**src/rtl/enc_emu_pkg.sv**
```systemverilog
// Shared types and helpers for the motor/quadrature encoder emulator.
// Quadrature state values are chosen so the state bits are {A,B} directly.
package enc_emu_pkg;

  typedef enum logic [1:0] {
    S0 = 2'b00,
    S1 = 2'b10,
    S2 = 2'b11,
    S3 = 2'b01
  } quad_state_e;

  localparam logic DIR_FWD = 1'b1;
  localparam logic DIR_REV = 1'b0;

  // One quadrature step; forward walks S0->S1->S2->S3, reverse walks back.
  function automatic quad_state_e next_state(input quad_state_e state, input logic dir);
    quad_state_e nxt;
    nxt = state;
    case (state)
      S0: nxt = (dir == DIR_FWD) ? S1 : S3;
      S1: nxt = (dir == DIR_FWD) ? S2 : S0;
      S2: nxt = (dir == DIR_FWD) ? S3 : S1;
      S3: nxt = (dir == DIR_FWD) ? S0 : S2;
      default: nxt = S0;
    endcase
    return nxt;
  endfunction

endpackage

```
**src/rtl/pwm_duty_meter.sv**
```systemverilog
// Measures enable duty over a fixed power-of-two window and latches it as speed,
// applying a static-friction deadband.
module pwm_duty_meter #(
  parameter int unsigned PWM_WINDOW = 4096,
  parameter int unsigned MIN_COUNT  = 410,
  parameter int unsigned SPD_W      = 13
) (
  input  logic             clk,
  input  logic             reset,
  input  logic             motor_en,
  output logic [SPD_W-1:0] speed
);

  localparam int unsigned WIN_W = $clog2(PWM_WINDOW);
  localparam logic [WIN_W-1:0] WIN_LAST = WIN_W'(PWM_WINDOW - 1);
  localparam logic [SPD_W-1:0] MIN_CNT  = SPD_W'(MIN_COUNT);

  logic [WIN_W-1:0] win_cnt;
  logic [SPD_W-1:0] duty_cnt;
  logic [SPD_W-1:0] duty_sum;

  // Include the current cycle so a full window of enable reads PWM_WINDOW.
  assign duty_sum = duty_cnt + SPD_W'(motor_en);

  always_ff @(posedge clk) begin
    if (reset) begin
      win_cnt  <= '0;
      duty_cnt <= '0;
      speed    <= '0;
    end else begin
      win_cnt <= win_cnt + WIN_W'(1);
      if (win_cnt == WIN_LAST) begin
        duty_cnt <= '0;
        speed    <= (duty_sum < MIN_CNT) ? '0 : duty_sum;
      end else begin
        duty_cnt <= duty_sum;
      end
    end
  end

endmodule

```
**src/rtl/quad_encoder_emulator.sv**
```systemverilog
// DC motor + quadrature encoder emulator: PWM duty sets a phase-accumulator
// rate, each accumulator carry advances the A/B quadrature state one step.
module quad_encoder_emulator
  import enc_emu_pkg::*;
#(
  parameter int unsigned PWM_WINDOW = 4096,
  parameter int unsigned ACC_W      = 24,
  parameter int unsigned MIN_COUNT  = 410,
  parameter int unsigned SPD_W      = 13
) (
  input  logic             clk,
  input  logic             reset,
  input  logic             motor_dir,
  input  logic             motor_en,
  output logic             enc_a,
  output logic             enc_b,
  output logic             edge_strobe,
  output logic [31:0]      position,
  output logic [SPD_W-1:0] speed
);

  logic [ACC_W-1:0] acc;
  logic [ACC_W:0]   acc_sum;
  logic             step;

  quad_state_e state_q;
  quad_state_e state_d;
  logic        strobe_d;
  logic [31:0] pos_d;

  pwm_duty_meter #(
    .PWM_WINDOW (PWM_WINDOW),
    .MIN_COUNT  (MIN_COUNT),
    .SPD_W      (SPD_W)
  ) u_duty (
    .clk      (clk),
    .reset    (reset),
    .motor_en (motor_en),
    .speed    (speed)
  );

  // Carry out of the accumulator is the step event; uses the speed already latched.
  assign acc_sum = {1'b0, acc} + (ACC_W + 1)'(speed);
  assign step    = acc_sum[ACC_W];

  always_ff @(posedge clk) begin
    if (reset) begin
      acc <= '0;
    end else begin
      acc <= acc_sum[ACC_W-1:0];
    end
  end

  // Quadrature state register.
  always_ff @(posedge clk) begin
    if (reset) begin
      state_q <= S0;
    end else begin
      state_q <= state_d;
    end
  end

  // Next state: direction is only looked at on a step.
  always_comb begin
    state_d = state_q;
    if (step) begin
      state_d = next_state(state_q, motor_dir);
    end
  end

  // Output decode for strobe and position, registered below.
  always_comb begin
    strobe_d = 1'b0;
    pos_d    = position;
    if (step) begin
      strobe_d = 1'b1;
      pos_d    = (motor_dir == DIR_FWD) ? position + 32'd1 : position - 32'd1;
    end
  end

  always_ff @(posedge clk) begin
    if (reset) begin
      edge_strobe <= 1'b0;
      position    <= '0;
    end else begin
      edge_strobe <= strobe_d;
      position    <= pos_d;
    end
  end

  assign {enc_a, enc_b} = state_q;

endmodule

```
**config.mk**
```make
export PLATFORM = sky130hd
export DESIGN_NAME = quad_encoder_emulator
export DESIGN_NICKNAME = d
export VERILOG_FILES = /design/src/rtl/enc_emu_pkg.sv /design/src/rtl/pwm_duty_meter.sv /design/src/rtl/quad_encoder_emulator.sv
export SDC_FILE = /design/constraint.sdc
export NUM_CORES = 1
export LEC_CHECK = 0
export ABC_AREA = 1
export CORE_MARGIN = 2
export CORE_UTILIZATION = 55
export DETAILED_ROUTE_END_ITERATION = 8
export PLACE_DENSITY = 0.88
export SYNTH_ARGS = -nofsm -noshare
export SYNTH_HDL_FRONTEND = slang
export SYNTH_HIERARCHICAL = 1
export SYNTH_SLANG_ARGS = --single-unit
```
**constraint.sdc**
```tcl
create_clock -name clk -period 3.1 [get_ports clk]
set_clock_uncertainty 0.15 [all_clocks]
set_input_delay 0.93 -clock clk [delete_from_list [all_inputs] [get_ports clk]]
set_output_delay 0.93 -clock clk [all_outputs]
set_load 0.01 [all_outputs]
```
# Yosys cells after proc, flatten, opt, wreduce, memory -nomap -nowiden

Cells that the tools add are included.
W data, S select, Z words.

Register bits after elaboration: 97
Input bits: 4
Output and inout bits: 48

Reduce and logical (&&, ||, !) cells: 2
Add/subtract/negate cells: 5
Equal/unequal tests: 4
Multiplexer cells: 8
$lt $le $gt $ge: 1

Operators by type and width:

| cell                    | count |
|---|---|
| $add A32 B1 Y32 const B | 1 |
| $mux W32                | 1 |
| $sub A32 B1 Y32 const B | 1 |
| $add A24 B13 Y25        | 1 |
| $add A13 B1 Y13         | 1 |
| $lt A13 B9 Y1 const B   | 1 |
| $mux W13                | 1 |
| $add A12 B1 Y12 const B | 1 |
| $eq A12 B12 Y1 const B  | 1 |
| $mux W2                 | 4 |
| $pmux W2 S4             | 1 |
| $eq A2 B2 Y1 const B    | 2 |
| $eq A2 B1 Y1 const B    | 1 |
| $logic_not A2 Y1        | 1 |
| $reduce_or A2 Y1        | 1 |
| $mux W1                 | 1 |

# Longest topological paths before layout

Gate-level depths: netlist of the first run.

Word-level depth: 3
Gate-level depth with buffers: 14
Mapped depth without buffers: 14

# By module

The synthesis of the first run kept the hierarchy.

Modules (own cells, without submodules):

| module                | cells each | area each (sq um) | instances |
|---|---|---|---|
| quad_encoder_emulator | 901        | 5170.0            | 1 |
| pwm_duty_meter        | 247        | 1764.2            | 1 |

# Worst setup path before layout of the first run

No wires, ideal clock.

Path kind: input-to-reg
From: in motor_dir
To: reg position[31]
Buffers on the path: 0
Arrival: 2.697 ns
Setup time: 0.109 ns
Stages: 14
Required time: 2.841 ns
Setup slack: 0.144 ns
Cell sequence: inv_1 -> ha_1 -> nand2_1 -> nand3_1 -> nand2_1 -> nand2_1 -> nand2_1 -> nand2_1 -> nand2_1 -> nand2_1 -> nand2_1 -> nand3_1 -> nand2_1 -> inv_1

Longest elaborated chain between the ends: 1

RTL lines:

| what                 | RTL line                    | source |
|---|---|---|
| start, declared      | quad_encoder_emulator.sv:13 | `input logic motor_dir,` |
| $mux W32             | quad_encoder_emulator.sv:77 | `pos_d = (motor_dir == DIR_FWD) ? position + 32'd1 : position - 32'd1;` |
| end signal, assigned | quad_encoder_emulator.sv:87 | `position <= pos_d;` |
| end, declared        | quad_encoder_emulator.sv:18 | `output logic [31:0] position,` |

Every way passes these cells.
A chain may end at the register's enable or synchronous reset.

# Worst setup path in the final report of the first run

From: in motor_en
To: reg u_duty.speed[1]

Longest elaborated chain between the ends: 3

RTL lines:

| what                 | RTL line                    | source |
|---|---|---|
| start, declared      | quad_encoder_emulator.sv:14 | `input logic motor_en,` |
| $add A13 B1 Y13 (*)  | pwm_duty_meter.sv:23        | `assign duty_sum = duty_cnt + SPD_W'(motor_en);` |
| $lt A13 B9 Y1        | pwm_duty_meter.sv:34        | `speed <= (duty_sum < MIN_CNT) ? '0 : duty_sum;` |
| $mux W13 (*)         | pwm_duty_meter.sv:34        |  |
| end signal, assigned | pwm_duty_meter.sv:34        |  |
| end, declared        | pwm_duty_meter.sv:11        | `output logic [SPD_W-1:0] speed` |

Mark *: on every way between the ends. The rest lies on a longest branch, timed or not.

==> flow_metrics.tcl, run 1 <==
set metrics [dict create \
    status "finished, final reports clean" \
    multi_input_area_um2 4350 \
    r2r_cells 12 \
    synth_area_leaders "dfxtp_1 (28%), nand2_1 (21%), inv_1 (9.6%)" \
    n_fill_cell 1032 \
    grt_use_total_pct 26.1 \
    ys_types 37 \
    syn_inst 1148 \
    power.density_nw_per_um2 314 \
    layout-drive-gt1-share_pct 10.4 \
    cts_tree "yes" \
    end_kind "flip-flop" \
    stdcell_count 1429 \
    htreeDepth 3 \
    ys_seq_elements 97 \
    routed_via_density 5.14 \
    critPathMaxStageDelay_ns 0.49 \
    worstPathArrival_ns 2.87 \
    numCtsBuffers 9 \
    dieArea_um2 13500 \
    num_antenna_cells 0 \
    avgSynthCellArea_um2 6.04 \
    grt_max_degree 50 \
    rsz0062_at_grt "no" \
    regArea_um2 1940 \
    worst_ep_required_time_ns 3.21 \
    grt_pass1_wl_mm 28.6 \
    cts_resized 0 \
    io_pins 52 \
    finalSetupViolCount 0 \
    cts_sinks 97 \
    cp_cell_sequence "clkdlybuf4s50_1, ha_1, ha_1, nand2_2, nor2_4, nand4_1, nand2_1, nand2_1, nor2_1, nand2_2, nand2_1, nand2_1" \
    crit_type "input pin to flip-flop" \
    dr_total_vias 7349 \
    drt_wl_total_mm 17.6 \
    peakVddDrop_mv 0.263 \
    clk_latency_ns 0.36 \
    core_um2 12500 \
    yosysTopAreaCellShare_pct 28.0 \
    tightest_slew_ns 0.637 \
    yosysWarnings 6 \
    cp-start-kind "input pin" \
    nets 1305 \
    crit_top_cell "nand2_1" \
    clockBufferDepth 2 \
    die_w_um 116 \
    root_buffer "clkbuf_16" \
    drv_slew 0 \
    rows 41 \
    post-route-period-util_pct 88.9 \
    overflow 0 \
    synth-seq-area-share_pct 28.0 \
    ctsHoldBuffers 0 \
    dr.pass1.iters 5 \
    syn-num-nets 1201 \
    route.detailed.drc 0 \
    cp_max_fo 9 \
    first_global_vias 6447 \
    slew_headroom_pct 57.5 \
    hold_class "flip-flop to flip-flop" \
    drt-initial-drc-count 541 \
    antenna_left 0 \
    dieHeight_um 116 \
    cts_setup_buffers 0 \
    cap_violations 0 \
    whs_ns 0.300 \
    port_buffers 51 \
    slowest_stage "clkdlybuf4s50_1" \
    synth_top_area_cell "dfxtp_1" \
    hold_path_depth 2 \
    initial_core_util_pct 55.6 \
    dp_hpwl_mm 12.6 \
    antenna_found_initial 0 \
    place_inst 1413 \
    fmax_mhz 363 \
    cts.clk_slew.worst_paths_ns 0.07 \
    place.gp.congestion 0.922 \
    synth_area_um2 6930 \
    hold_viol 0 \
    wire_per_inst_um 12.3 \
    power_leakage_nw 4.39 \
    syn_to_final_growth_pct 22.6 \
    period_minus_slack_ns 2.76 \
]
[worst max-delay path: cells and delay by family]
family	cells	cell delay, ns
fa+ha+maj	2	0.34
buf+inv	1	0.49
simple gates	9	1.10
[cells in the final DEF, fill, tap and decap left out, drive strengths merged, types with 12 or more instances in the layout]
cell	instances
inv	185
o21ai	40
a21oi	68
buf	60
nand4	12
xor2	13
clkdlybuf4s50	50
ha	47
nor2	143
nand3	90
dfxtp	97
nand2	398
[through the flow]
step	utilization [%]	area [µm²]	setup TNS, ns	setup WS, ns	total power [mW]
6_report	68.2	8500	0	0.343	2.67
5_1_grt	68.2	8500	0	0.144	2.77
4_1_cts	66.7	8310	0	0.0201	2.66
3_5_place_dp	64.2	8000	-5.75	-0.321	1.49
3_3_place_gp	64.2	8000	-4.71	-0.267	1.48
2_1_floorplan	-	6930	0	0.144	1.41
[sequential cells by signal, summed over array words and instances (netlist names)]
signal / flops
acc: 24
edge_strobe: 1
position: 32
state_q: 2
u_duty/duty_cnt: 13
u_duty/speed: 13
u_duty/win_cnt: 12
[synth_stat cells]
cell      number
o21ai_1       13
nor2_1       138
nand3_4        1
nor2_2         4
dfxtp_1       97
nand2_2        7
inv_2          4
and2_1         1
clkinv_1       2
fa_1           2
nor3_4         1
nor4_1         1
inv_1        178
nand3_2        2
xor2_1        13
buf_2          3
o21ai_2        1
xnor2_1        9
nand2_4        1
nor2_4         1
o21a_1         3
ha_1          47
nand2_1      390
o21ai_0       26
o21bai_1       6
nand3b_1       2
buf_4          1
a21oi_1       68
and3_1         2
nand3_1       87
a31oi_1        1
nor3_1         6
buf_6          6
a21o_1         2
nand4_1       12
clkbuf_1       8
nor3_2         2
[metal layers]
metal | track usage, % | up-vias | wire length [µm]
li1 | - | 3800 | -
met1 | 34.9 | 3297 | 8000
met2 | 43.2 | 213 | 8190
met3 | 4.57 | 39 | 1070
met4 | 7.78 | 0 | 363
met5 | 0 | - | 0
[worst paths after layout]
kind,slack [ns],start,end
hold / removal,0.30,u_duty/win_cnt[9],u_duty/win_cnt[9]
hold reg to reg,0.30,u_duty/win_cnt[9],u_duty/win_cnt[9]
setup reg to reg,0.51,u_duty/speed[6],position[19]
setup / recovery,0.34,motor_en,u_duty/speed[1]
[power by group]
part | internal [mW] | leakage [nW] | switching (mW)
Combinational | 0.0937 | 3.46 | 0.128
Clock | 0.662 | 0.153 | 0.531
Sequential | 1.25 | 0.782 | 0.00476
Total | 2.01 | 4.39 | 0.664
[cell type report]
cell class                 count  share of cell area (%)
clock inverter                 5                   0.795
multi-input combinational    849                    51.2
clock buffer                  11                    2.86
timing repair buffer         111                    11.7
sequential                    97                    22.8
tap                          172                    2.53
inverter                     184                    8.13
[cell families after synthesis]
family / after synthesis / synth area share, %
buffers and inverters: 202 / 11.7
flip-flops: 97 / 28.0
AO/OA/AOI/OAI: 120 / 9.13
XOR/XNOR: 22 / 2.78
AND/OR/NAND/NOR: 658 / 39.3
adder cells (fa/ha/maj): 49 / 9.06
(Power assumes the default switching activity.)
==> inputs of run 2 (changes only) <==
Settings changed: SETUP_SLACK_MARGIN from default to 0.02.
==> run 2 against run 1 <==
Sequential share of layout area is 0.057 points lower. Wire length up 0.58%. Die area stayed put. Flip-flop and latch count is the same. Register-to-register slack hardly changed.
==> flow_metrics.tcl, run 2 (synthesis results as in run 1) <==
set metrics [dict create \
    status "finished, final reports clean" \
    initial_core_util_pct 55.6 \
    clk_latency_ns 0.36 \
    grt_pass1_wl_mm 28.6 \
    top_register "position" \
    nets 1305 \
    cts_sinks 97 \
    layout-drive-gt1-share_pct 10.7 \
    io_pins 52 \
    tightest_slew_ns 0.632 \
    switching_power_mw 0.667 \
    routed_via_density 5.15 \
    crit_buf_inv 1 \
    dr_total_vias 7363 \
    end_kind "flip-flop" \
    worstPathArrival_ns 2.86 \
    period_minus_slack_ns 2.75 \
    hold_viol 0 \
    combPwrFrac_pct 8.4 \
    fmax_mhz 363 \
    cts.clk_slew.worst_paths_ns 0.07 \
    crit_type "input pin to flip-flop" \
    slew_headroom_pct 57.8 \
    wire_per_inst_um 12.4 \
    htreeDepth 3 \
    antenna_found_initial 0 \
    power.density_nw_per_um2 314 \
    first_global_vias 6447 \
    critPathMaxStageDelay_ns 0.49 \
    numCtsBuffers 9 \
    worst_ep_required_time_ns 3.21 \
    final_common_cell "nand2_1" \
    hold_class "flip-flop to flip-flop" \
    largest_registers "position (32), acc (24)" \
    cp-start-kind "input pin" \
    slowest_stage "clkdlybuf4s50_1" \
    cp_max_fo 9 \
    grt_use_total_pct 26.1 \
    clkPwrFrac_pct 44.7 \
    place.gp.congestion 0.922 \
    drt-initial-drc-count 496 \
    cts_tree "yes" \
    drt_wl_total_mm 17.7 \
    post-route-period-util_pct 88.9 \
    final_area_um2 8520 \
    dr.pass1.iters 7 \
    place_ws_ns -0.321 \
    cp_top_family "simple AND/OR/NAND/NOR gates" \
    core_um2 12500 \
    drv_slew 0 \
    pwr-share-seq_pct 46.9 \
    overflow 0 \
    dieArea_um2 13500 \
    finalWorstSetupSlack_ns 0.345 \
    rsz0062_at_grt "no" \
    root_buffer "clkbuf_16" \
    antenna_left 0 \
    finalSetupViolCount 0 \
    route.detailed.drc 0 \
    place_area_um2 8000 \
    clockBufferDepth 2 \
    power_leakage_nw 4.39 \
    largest_register_ffs 32 \
    cts_setup_buffers 0 \
    peakVddDrop_mv 0.263 \
    grt_max_degree 50 \
    num_antenna_cells 0 \
    die_w_um 116 \
    port_buffers 51 \
    cap_violations 0 \
    syn_to_final_growth_pct 22.9 \
    power_mw 2.67 \
    rows 41 \
    cp_cell_sequence "clkdlybuf4s50_1, ha_1, ha_1, nand2_2, nor2_4, nand4_1, nand2_1, nand2_1, nor2_1, nand2_2, nand2_1, nand2_1" \
    whs_ns 0.300 \
    dieHeight_um 116 \
    dp_hpwl_mm 12.6 \
    crit_top_cell "nand2_1" \
    p_int_mw 2.01 \
    mostFrequentLayoutCells "nand2_1 (379), inv_1 (177), nor2_1 (132)" \
    swShare_pct 24.9 \
]
==> run 2: what timing repair did <==
| action | in CTS | in global routing |
|---|---|---|
| hold buffers | 0 | 0 |
| endpoints found under the hold margin | 0 | 0 |
| setup endpoints to repair | 0 | 23 |
| gates resized for setup | 0 | 41 |
==> run 2: final timing paths <==
kind                     startpoint                 to  slack, ns  cells past startpoint
setup / recovery           motor_en    u_duty/speed[1]       0.35                     12
hold / removal    u_duty/win_cnt[9]  u_duty/win_cnt[9]       0.30                      2
setup reg to reg    u_duty/speed[6]       position[25]       0.52                     12
hold reg to reg   u_duty/win_cnt[9]  u_duty/win_cnt[9]       0.30                      2
==> run 2: final cells by class <==
class	count	area (µm²)
inverters	184	691
fillers	1027	3950
flip-flops and latches	97	1940
clock inverters	5	67.6
well taps	172	215
clock buffers	11	243
repair buffers	111	991
multi-input cells	849	4370
==> run 2: worst min-delay path: stages, from the launching register on <==
cell	delay [ns]
dfxtp_1	0.31
inv_1	0.05
a21oi_1	0.05
==> run 2: power by group through the flow <==
| stage | Clock [mW] | Sequential, mW | Combinational [mW] |
|---|---|---|---|
| after floorplan | 0 | 1.28 | 0.121 |
| after detailed placement | 0 | 1.28 | 0.201 |
| final | 1.19 | 1.26 | 0.225 |
| after global placement | 0 | 1.28 | 0.195 |
| after CTS | 1.20 | 1.26 | 0.203 |
| after global routing | 1.26 | 1.26 | 0.248 |
==> run 2: through the flow <==
step | setup TNS [ns] | instances | util, %
2_1_floorplan | 0 | 1148 | -
3_3_place_gp | -4.71 | 1413 | 64.2
6_report | 0 | 1429 | 68.4
3_5_place_dp | -5.75 | 1413 | 64.2
4_1_cts | 0 | 1429 | 66.7
5_1_grt | 0 | 1429 | 68.4
==> run 2: metal layers <==
metal	vias to the layer above	global-route usage, %	share of wire, %
li1	3801	-	-
met1	3320	34.9	46
met2	207	43.2	47
met3	35	4.57	5.1
met4	0	7.78	2.0
met5	-	0	0
==> inputs of run 3 (changes only) <==
Settings changed: CORE_ASPECT_RATIO from default to 0.9, MAX_ROUTING_LAYER from default to met4.
==> run 3 against run 2 <==
Sequential share of layout area about the same. Register-to-register slack about the same. Clock power about the same. Via count down 0.49%. Final area down 0.13%. Clock-buffer cell count down 2. Final cell count down 1.4%. Non-clock buffer count down 8. Setup slack worse by 0.24 ns. Highest routed layer unchanged.
==> flow_metrics.tcl, run 3 (synthesis results as in run 1) <==
set metrics [dict create \
    status "finished, final reports clean" \
    crit_type "input pin to flip-flop" \
    period_minus_slack_ns 2.99 \
    crit_buf_inv 6 \
    largest_register_ffs 32 \
    ctsHoldBuffers 0 \
    peakVddDrop_mv 0.418 \
    crit_top_cell "nand2_1" \
    r2r_end "position[21]" \
    slowest_stage "clkdlybuf4s50_1" \
    cp_top_family "buffers and inverters" \
    htreeDepth 3 \
    nets 1297 \
    antenna_found_initial 0 \
    dr_total_vias 7327 \
    initial_core_util_pct 57.0 \
    wire_per_inst_um 13.1 \
    dieArea_um2 13500 \
    cts.clk_slew.worst_paths_ns 0.08 \
    dp_hpwl_mm 13.3 \
    syn_to_final_growth_pct 22.7 \
    numCtsBuffers 9 \
    post-route-period-util_pct 96.6 \
    layout-drive-gt1-share_pct 11.3 \
    cts_tree "yes" \
    place_ws_ns -0.257 \
    grt_use_total_pct 27.7 \
    multi_input_area_um2 4430 \
    final_common_cell "nand2_1" \
    fmax_mhz 334 \
    rsz0062_at_grt "yes" \
    dr.pass1.iters 5 \
    cp_cell_sequence "clkdlybuf4s50_1, inv_2, buf_12, ha_2, nand2_1, inv_1, buf_4, nand2_1, nand2_1, nand2_1, nand2_2, nand2_1, nand2_1, nand2_1, nand3_1, nand2_1, inv_1" \
    drv_slew 0 \
    cp-start-kind "input pin" \
    top_register "position" \
    cts_sinks 97 \
    end_kind "flip-flop" \
    antenna_left 0 \
    num_antenna_cells 0 \
    hp-start "u_duty/win_cnt[0]" \
    hold_class "flip-flop to flip-flop" \
    regArea_um2 1940 \
    tightest_slew_ns 0.689 \
    grt_max_degree 35 \
    power_leakage_nw 4.35 \
    cap_violations 0 \
    hold_viol 0 \
    min_to "u_duty/win_cnt[0]" \
    hold_path_depth 1 \
    r2r_cells 10 \
    place.gp.congestion 0.931 \
    first_global_vias 6551 \
    route.detailed.drc 0 \
    worstPathArrival_ns 3.11 \
    cts_setup_buffers 0 \
    drt-initial-drc-count 583 \
    core_um2 12200 \
    grt_pass1_wl_mm 29.9 \
    cp_max_fo 14 \
    place_area_um2 7920 \
    clockBufferDepth 2 \
    largest_registers "position (32), acc (24)" \
    slew_headroom_pct 54.0 \
    port_buffers 51 \
    clk_latency_ns 0.36 \
    r2r_setup_slack_ns 0.53 \
    io_pins 52 \
    worstReg2RegStart "u_duty/speed[11]" \
    power_mw 2.67 \
    mostFrequentLayoutCells "nand2_1 (379), inv_1 (177), nor2_1 (124)" \
    overflow 0 \
    finalSetupViolCount 0 \
    root_buffer "clkbuf_16" \
    routed_via_density 5.20 \
    finalWorstSetupSlack_ns 0.107 \
    final_area_um2 8510 \
    critPathMaxStageDelay_ns 0.44 \
    rows 38 \
    drt_wl_total_mm 18.4 \
    dieHeight_um 111 \
    die_w_um 122 \
    n_fill_cell 996 \
    worst_ep_required_time_ns 3.22 \
    power.density_nw_per_um2 314 \
]
==> run 3: area by class of cell <==
class	instances	area share (%)
clock buffer	9	2.65
tap	160	2.35
timing repair buffer	103	10.9
inverter	184	8.12
multi-input combinational	849	52.1
sequential	97	22.8
clock inverter	7	1.07
==> run 3: repair_timing <==
action	4_1_cts	5_1_grt
setup endpoints to repair	0	14
resized for setup	0	49
endpoints found under the hold margin	0	0
==> run 3: routing by layer <==
| metal | vias to the layer above | track usage [%] | routed length [µm] |
|---|---|---|---|
| li1 | 3782 | - | - |
| met1 | 3281 | 37.9 | 8780 |
| met2 | 237 | 42.8 | 8230 |
| met3 | 27 | 3.36 | 1110 |
| met4 | 0 | 7.97 | 313 |
| met5 | - | - | 0 |
==> run 3: worst max path at each step <==
stage              endpoint  slack (ns)  startpoint  depth (start not counted)
2_1_floorplan  position[31]        0.14   motor_dir                         14
3_3_place_gp   position[28]       -0.23   motor_dir                         13
3_5_place_dp   position[29]       -0.26   motor_dir                         14
4_1_cts        position[28]        0.07   motor_dir                         13
5_1_grt        position[22]       -0.03   motor_dir                         16
6_report       position[21]        0.11   motor_dir                         17
==> run 3: stage by stage <==
| stage | TNS, ns | hold slack (ns) | instances | utilization (%) |
|---|---|---|---|---|
| 3_5_place_dp | -4.29 | 0.286 | 1392 | 65.1 |
| 5_1_grt | -0.0886 | 0.330 | 1409 | 69.9 |
| 6_report | 0 | 0.301 | 1409 | 69.9 |
| 3_3_place_gp | -3.20 | 0.281 | 1392 | 65.1 |
| 2_1_floorplan | 0 | 0.266 | 1148 | - |
| 4_1_cts | 0 | 0.301 | 1408 | 67.7 |
==> run 3: where the power goes <==
group	leakage, nW	switching, mW	internal, mW	total, mW
clock	0.154	0.600	0.588	1.19
sequential	0.782	0.00467	1.25	1.26
combinational	3.41	0.133	0.0935	0.227
total	4.35	0.738	1.93	2.67
